==> config.mk <==
export PLATFORM = sky130hd
export DESIGN_NAME = alu_cmp_pipe
export DESIGN_NICKNAME = d
export VERILOG_FILES = /design/src/rtl/alu_cmp_pipe.sv
export SDC_FILE = /design/constraint.sdc
export NUM_CORES = 1
export LEC_CHECK = 0
export BUFFER_PORTS_ARGS = -buffer_cell sky130_fd_sc_hd__buf_2
export CORE_UTILIZATION = 33
export DETAILED_ROUTE_END_ITERATION = 10
export PLACE_DENSITY = 0.51
export SETUP_SLACK_MARGIN = 0.05
export SYNTH_ARGS = -nofsm -noshare
export SYNTH_HDL_FRONTEND = slang
export SYNTH_SLANG_ARGS = --single-unit
==> constraint.sdc <==
create_clock -name clk -period 5.85 [get_ports clk]
set_clock_uncertainty 0.2 [all_clocks]
set_input_delay 0.585 -clock clk [delete_from_list [all_inputs] [get_ports clk]]
set_output_delay 0.585 -clock clk [all_outputs]
set_load 0.02 [all_outputs]
==> src/rtl/alu_cmp_pipe.sv <==
// ----------------------------------------------------------------------------
// alu_cmp_pipe
//   Two-stage pipelined compare/select unit with valid/ready flow control.
//   S1 registers the operands, op and tag on acceptance; S2 registers the
//   compare/select result, the {lt,eq,gt} flags and the tag. Outputs are
//   driven straight from the S2 registers. Full backpressure: a stalled S2
//   freezes its contents, and S1 only advances when S2 can take its entry.
//
// Ports
//   clk        rising-edge clock
//   rst        synchronous, active-high reset
//   in_valid   operation presented on a/b/op/in_tag
//   in_ready   unit accepts the operation this cycle
//   a, b       source operands (WIDTH bits)
//   op         op[3]=signed, op[2:0]=function (LT LE EQ GT GE NE MIN MAX)
//   in_tag     opaque tag returned with the result
//   out_valid  result/out_flags/out_tag are valid
//   out_ready  consumer takes the result this cycle
//   result     compare: zero-extended bit; MIN/MAX: selected operand
//   out_flags  {lt,eq,gt} of a vs b in the selected signedness
//   out_tag    tag of the operation
// ----------------------------------------------------------------------------
module alu_cmp_pipe #(
    parameter int WIDTH = 32,
    parameter int TAG_W = 4
) (
    input  logic             clk,
    input  logic             rst,
    input  logic             in_valid,
    output logic             in_ready,
    input  logic [WIDTH-1:0] a,
    input  logic [WIDTH-1:0] b,
    input  logic [3:0]       op,
    input  logic [TAG_W-1:0] in_tag,
    output logic             out_valid,
    input  logic             out_ready,
    output logic [WIDTH-1:0] result,
    output logic [2:0]       out_flags,
    output logic [TAG_W-1:0] out_tag
);

    localparam logic [2:0] FN_LT  = 3'b000;
    localparam logic [2:0] FN_LE  = 3'b001;
    localparam logic [2:0] FN_EQ  = 3'b010;
    localparam logic [2:0] FN_GT  = 3'b011;
    localparam logic [2:0] FN_GE  = 3'b100;
    localparam logic [2:0] FN_NE  = 3'b101;
    localparam logic [2:0] FN_MIN = 3'b110;
    localparam logic [2:0] FN_MAX = 3'b111;

    logic             s1_valid_r;
    logic [WIDTH-1:0] s1_a_r;
    logic [WIDTH-1:0] s1_b_r;
    logic [3:0]       s1_op_r;
    logic [TAG_W-1:0] s1_tag_r;

    logic             s2_valid_r;
    logic [WIDTH-1:0] result_r;
    logic [2:0]       flags_r;
    logic [TAG_W-1:0] tag_r;

    logic             s1_en_s;
    logic             s2_en_s;
    logic [WIDTH-1:0] a_key_s;
    logic [WIDTH-1:0] b_key_s;
    logic             lt_s;
    logic             eq_s;
    logic             gt_s;
    logic             bit_s;
    logic [WIDTH-1:0] res_s;

    // Stage enables: a stage may load when it is empty or its content moves on.
    always_comb begin
        s2_en_s = !s2_valid_r || out_ready;
        s1_en_s = !s1_valid_r || s2_en_s;
    end

    assign in_ready  = s1_en_s;
    assign out_valid = s2_valid_r;
    assign result    = result_r;
    assign out_flags = flags_r;
    assign out_tag   = tag_r;

    // Compare keys: flipping the MSB maps two's complement order onto unsigned order.
    always_comb begin
        a_key_s = s1_a_r;
        b_key_s = s1_b_r;
        if (s1_op_r[3]) begin
            a_key_s[WIDTH-1] = ~s1_a_r[WIDTH-1];
            b_key_s[WIDTH-1] = ~s1_b_r[WIDTH-1];
        end else begin
            a_key_s = s1_a_r;
            b_key_s = s1_b_r;
        end
        eq_s = (s1_a_r == s1_b_r);
        lt_s = (a_key_s < b_key_s);
        gt_s = !lt_s && !eq_s;
    end

    // Function select: compare bit zero-extended, or MIN/MAX operand (ties give a).
    always_comb begin
        bit_s = 1'b0;
        res_s = {WIDTH{1'b0}};
        case (s1_op_r[2:0])
            FN_LT:   bit_s = lt_s;
            FN_LE:   bit_s = lt_s || eq_s;
            FN_EQ:   bit_s = eq_s;
            FN_GT:   bit_s = gt_s;
            FN_GE:   bit_s = gt_s || eq_s;
            FN_NE:   bit_s = !eq_s;
            FN_MIN:  bit_s = 1'b0;
            FN_MAX:  bit_s = 1'b0;
            default: bit_s = 1'b0;
        endcase
        case (s1_op_r[2:0])
            FN_MIN:  res_s = gt_s ? s1_b_r : s1_a_r;
            FN_MAX:  res_s = lt_s ? s1_b_r : s1_a_r;
            default: res_s = {{(WIDTH-1){1'b0}}, bit_s};
        endcase
    end

    // S1: operand/decode register, loads a new op on acceptance.
    always_ff @(posedge clk) begin
        if (rst) begin
            s1_valid_r <= 1'b0;
            s1_a_r     <= {WIDTH{1'b0}};
            s1_b_r     <= {WIDTH{1'b0}};
            s1_op_r    <= 4'b0000;
            s1_tag_r   <= {TAG_W{1'b0}};
        end else if (s1_en_s) begin
            s1_valid_r <= in_valid;
            if (in_valid) begin
                s1_a_r   <= a;
                s1_b_r   <= b;
                s1_op_r  <= op;
                s1_tag_r <= in_tag;
            end
        end
    end

    // S2: result register; contents are frozen while the consumer stalls.
    always_ff @(posedge clk) begin
        if (rst) begin
            s2_valid_r <= 1'b0;
            result_r   <= {WIDTH{1'b0}};
            flags_r    <= 3'b000;
            tag_r      <= {TAG_W{1'b0}};
        end else if (s2_en_s) begin
            s2_valid_r <= s1_valid_r;
            if (s1_valid_r) begin
                result_r <= res_s;
                flags_r  <= {lt_s, eq_s, gt_s};
                tag_r    <= s1_tag_r;
            end
        end
    end

endmodule
Word-level counts from Yosys, hierarchy flattened. Cells that the tools add are included.

Flip-flop bits (word level): 113. Input port bits: 76. Output and inout bits: 41. Word-level logic and storage cells: 38.

Order comparisons: 1. Eq/ne operators: 8. Mux-type cells: 6. Bitwise logic cells: 2. Reductions and logical operators: 12.

Operators with widths (number): 32-bit two-way mux (2); 32-bit one-hot mux with 2 select lines (1); 32-bit == test (1); 32-bit less-than comparator (1); 3-bit == test, second input constant (4); 3-bit by 2-bit == test with 1-bit output, second input constant (2); 1-bit one-hot mux with 6 select lines (1); 1-bit logical NOT (4); 1-bit logical OR (4); 2-bit AND reduction (2); 3-bit by 1-bit == test with 1-bit output, second input constant (1); 3-bit logical NOT (1); 1-bit two-way mux (2); 1-bit NOT (2); 1-bit logical AND (1).

Longest topological paths before layout.
Depth after elaboration: 8. Gate-level depth with buffers: 11. Depth with buffers taken out: 10.

Worst setup path before layout. OpenSTA, ideal clock, no wires.

Path type: reg-to-reg. From: reg s1_b_r[7]. To: reg result_r[10] (netlist: result[10]). Setup time: 0.128 ns. Arrival time: 2.463 ns. Required time: 5.522 ns. Setup slack: 3.060 ns. Cell stages (with the launch flop): 12. Buffers on the path: 1. Clock period less this slack: 2.790 ns. Cells stage by stage: dfxtp_1 inv_1 ha_1 a21oi_2 o21ai_1 a221o_1 or3_4 a21oi_4 mux2_4 buf_12 mux2i_1 o21ai_1.

Word-level cells in the longest chain between the ends: 5. Elaborated cells on any way between the ends: 8. Those cells by class: order compare (1); eq/ne (1); mux (3); reduce/logical (3).

RTL lines: from (decl) (line 53) `logic [WIDTH-1:0] s1_b_r;`; from (signal assigned) (line 127) `s1_b_r <= {WIDTH{1'b0}};`; 32-bit less-than comparator or 32-bit == test (tied branches) (line 96, 95); 1-bit logical NOT (line 97) `gt_s = !lt_s && !eq_s;`; 1-bit logical AND (line 97); 32-bit two-way mux (line 116) `FN_MIN: res_s = gt_s ? s1_b_r : s1_a_r;`; 32-bit one-hot mux with 2 select lines (*) (line 115) `case (s1_op_r[2:0])`; to (signal assigned) (line 145) `result_r <= {WIDTH{1'b0}};`; to (signal assigned) (line 151) `result_r <= res_s;`; to (decl) (line 58) `logic [WIDTH-1:0] result_r;`.

Every way passes the cells marked *; elsewhere a longest branch is shown, timed or not. A chain may end at the register's enable or synchronous reset.

Final worst setup path.
From: reg s1_b_r[14]. To: reg result_r[14] (netlist: result[14]).

The elaborated chain is that of the path after synthesis.

==> impl_metrics.toml <==
[power]
switching_share_pct = 24.0
p_clk_share_pct = 49.9
ir_worst_vdd_v = 0.000206
p_int_mw = 1.65
p_comb_share_pct = 11.8
seqPwrFrac_pct = 38.2
p_leak_nw = 2.81
switchingPower_uw = 521
cellPowerDensity_mw_per_mm2 = 337

[finish]
area_growth_pct = 25.5
num_antenna_cells = 0
fin_util_pct = 42.4
nFillCells = 1585
fin_nets = 843
drive_gt1_share_pct = 22.1

[synth]
synthesis.area_mm2 = 0.00512
netlist_instances = 632
synth_fp_nets = 739
synth_top_family_by_area = "simple AND/OR/NAND/NOR gates"
synth-edff-count = 0
synth-xor-area-share_pct = 0.171
seq_area_frac_synth_pct = 44.2
yosysWarnings = 0
async_flop_share_pct = 0
ys.flop_type = "dfxtp_1"
synth_fa_ha_area_share_pct = 7.58
synthMuxAreaShare_pct = 6.55
synth-compound-area-share_pct = 15.4
synth_cell_types = 46
synth_seq_cells = 113
syn_area_per_cell_um2 = 8.10
synthSimpleGateAreaFrac_pct = 20.2

[global_routing]
gr-usage-all-layers_pct = 17.6
grt_pass1_wl_um = 21900
grt_max_degree = 73
antenna_found_initial = 0
grt_pass1_vias = 4492
grt_overflow = 0

[clock_network]
h-tree-depth = 4
ctsResizeCount = 0
clk_root_buffer_cell = "clkbuf_16"
cts_tree = "done"
cts_num_sinks = 113
clock_latency_ns = 0.41
path_clk_slew_ns = 0.05
cts_buffers = 17
cts_buffer_depth = 2
postCtsSetupBuffers = 0
ctsHoldBuffers = 0

[critical_path]
path_buf_inv = 1
critPathTopFamily = "simple AND/OR/NAND/NOR gates"
cpMaxStageDelayCell = "mux2_4"
end_kind = "flop"
critPathMaxStageDelay_ns = 0.62
r2r-start = "s1_b_r[14]"
path_cells = "inv_1 > ha_1 > nand4_1 > nor4_1 > a21boi_0 > or3_4 > a21oi_4 > mux2_4 > mux2i_1 > o21ai_1"
r2r-end = "result[14]"
cp.arrival_ns = 3.30
reg2reg_slack_ns = 2.62
start_kind = "flop"
critical_path_depth = 10
path_class = "flop to flop"
worstPathRequired_ns = 5.93
worst-path-max-fanout = 31
reg2reg_depth = 10

[run_status]
status = "finished clean"

[place]
place.gp.congestion = 0.750
port_buffers = 116
dp_hpwl_um = 9080
pre_cts_slack_ns = 2.56

[worst_hold_path]
min-delay-start = "b[24]"
worstHoldEndpoint = "s1_b_r[24]"
worst_hold_path_type = "primary input to flop"
hold_depth = 3

[floorplanning]
fp.dieW_um = 127
fp-row-count = 45
die_y_um = 127
dieArea_mm2 = 0.0160
core-area_mm2 = 0.0151
initial_core_util_pct = 33.8
io_pins = 117

[sta]
fmaxAchievable_mhz = 310
fin_ws_ns = 2.62
setup_tns_ns = 0
fin_crit_sh_pct = 55.1
relSlewSlack_pct = 46.1
setup_viol = 0
fin_crit_ns = 3.23
tightestPinTransition_ns = 0.808
rsz0062_at_grt = "false"
finalMaxSlewViolations = 0
hold_viol_final = 0

[route]
drt-initial-drc-count = 153
ant_nets = 0
drc = 0
drt-total-wl_um = 13000
num_vias = 4499
vias_per_cell = 4.81
firstDrtPassIters = 4
wl_per_cell_um = 13.9

[job]
max-cap-violations = 0
worst max-delay path by stage:
stage | start | end
2_1_floorplan | s1_b_r[7] | result[10]
5_1_grt | s1_b_r[14] | result[4]
6_report | s1_b_r[14] | result[14]
4_1_cts | s1_b_r[15] | result[6]
3_5_place_dp | s1_b_r[14] | result[6]
3_3_place_gp | s1_b_r[15] | result[13]
through the flow:
stage	std cells	hold slack (ns)	area [um^2]	power, mW
after floorplan	632	0.232	5120	1.05
after global placement	905	0.235	5790	1.10
after detailed placement	905	0.243	5790	1.11
after CTS	936	0.189	6430	2.20
after global routing	936	0.203	6430	2.27
final	936	0.208	6430	2.17
registers in the layout, summed over array words and instances (netlist names):
signal / count
out_flags: 3
s1_b_r: 32
out_valid: 1
s1_tag_r: 4
result: 32
s1_op_r: 4
s1_valid_r: 1
s1_a_r: 32
out_tag: 4
power by group through the flow:
| stage | sequential [mW] | clock [mW] | combinational [mW] |
|---|---|---|---|
| 2_1_floorplan | 0.839 | 0 | 0.206 |
| 3_3_place_gp | 0.844 | 0 | 0.258 |
| 3_5_place_dp | 0.846 | 0 | 0.261 |
| 4_1_cts | 0.829 | 1.10 | 0.263 |
| 5_1_grt | 0.834 | 1.14 | 0.290 |
| 6_report | 0.829 | 1.08 | 0.257 |
cell type report:
| cell class | instances | area, um^2 | area share (%) |
|---|---|---|---|
| clock buffers | 23 | 508 | 7.90 |
| clock inverters | 8 | 125 | 1.95 |
| repair buffers | 121 | 618 | 9.62 |
| flip-flops and latches | 113 | 2260 | 35.2 |
| multi-input cells | 452 | 2560 | 39.9 |
| inverters | 31 | 116 | 1.81 |
| well taps | 188 | 235 | 3.66 |
tightest hold or removal path: stages:
cell and delay, ns:
buf_2 0.10, nand2_1 0.05, a21oi_1 0.05
cells in the final DEF, fill, tap and decap left out, types with 3 or more instances in the layout:
cell	netlist	routed
ha_1	31	31
buf_2	0	116
nor2_1	10	9
nand4_1	5	5
nand3_1	9	9
clkbuf_16	0	17
o21ai_0	5	5
o21ai_1	31	31
bufinv_16	0	3
clkbuf_8	0	6
nor2b_1	4	4
inv_1	31	31
and4_1	4	4
a21oi_1	89	89
nand2_1	198	197
buf_4	0	5
clkinvlp_4	0	4
dfxtp_1	113	113
mux2i_1	32	32
routing by layer:
layer / vias up / wire length, um / GRT usage, %
met5: - / 0 / 0
met4: 0 / 140 / 6.17
met3: 13 / 651 / 5.61
met2: 91 / 6030 / 28.7
met1: 2061 / 6150 / 21.7
li1: 2334 / - / -
cells by family (layout without fill, tap and decap cells):
family / count (synthesis) / in the layout
buffers and inverters: 67 / 183
adder cells (fa/ha/maj): 31 / 31
multiplexers: 33 / 33
XOR/XNOR: 1 / 1
AND/OR/NAND/NOR: 246 / 246
AO/OA/AOI/OAI: 141 / 141
flip-flops: 113 / 113
synthesized netlist by cell type, types with 2 or more instances:
library cell / count / area (um^2)
buf_12: 3 / 60.1
a221o_1: 2 / 20.0
o21ai_1: 31 / 155
and4_1: 4 / 35.0
a21oi_1: 89 / 445
nor3_1: 2 / 10.0
nand4_1: 5 / 31.3
clkbuf_1: 31 / 116
nand3_1: 9 / 45.0
nand2_1: 198 / 743
o21ai_0: 5 / 25.0
a21o_1: 2 / 15.0
dfxtp_1: 113 / 2260
and3_1: 2 / 12.5
mux2i_1: 32 / 320
nand2b_1: 2 / 12.5
nor2_1: 10 / 37.5
inv_1: 31 / 116
ha_1: 31 / 388
nor2b_1: 4 / 25.0
Note: power is estimated with default switching activity, not from simulation.
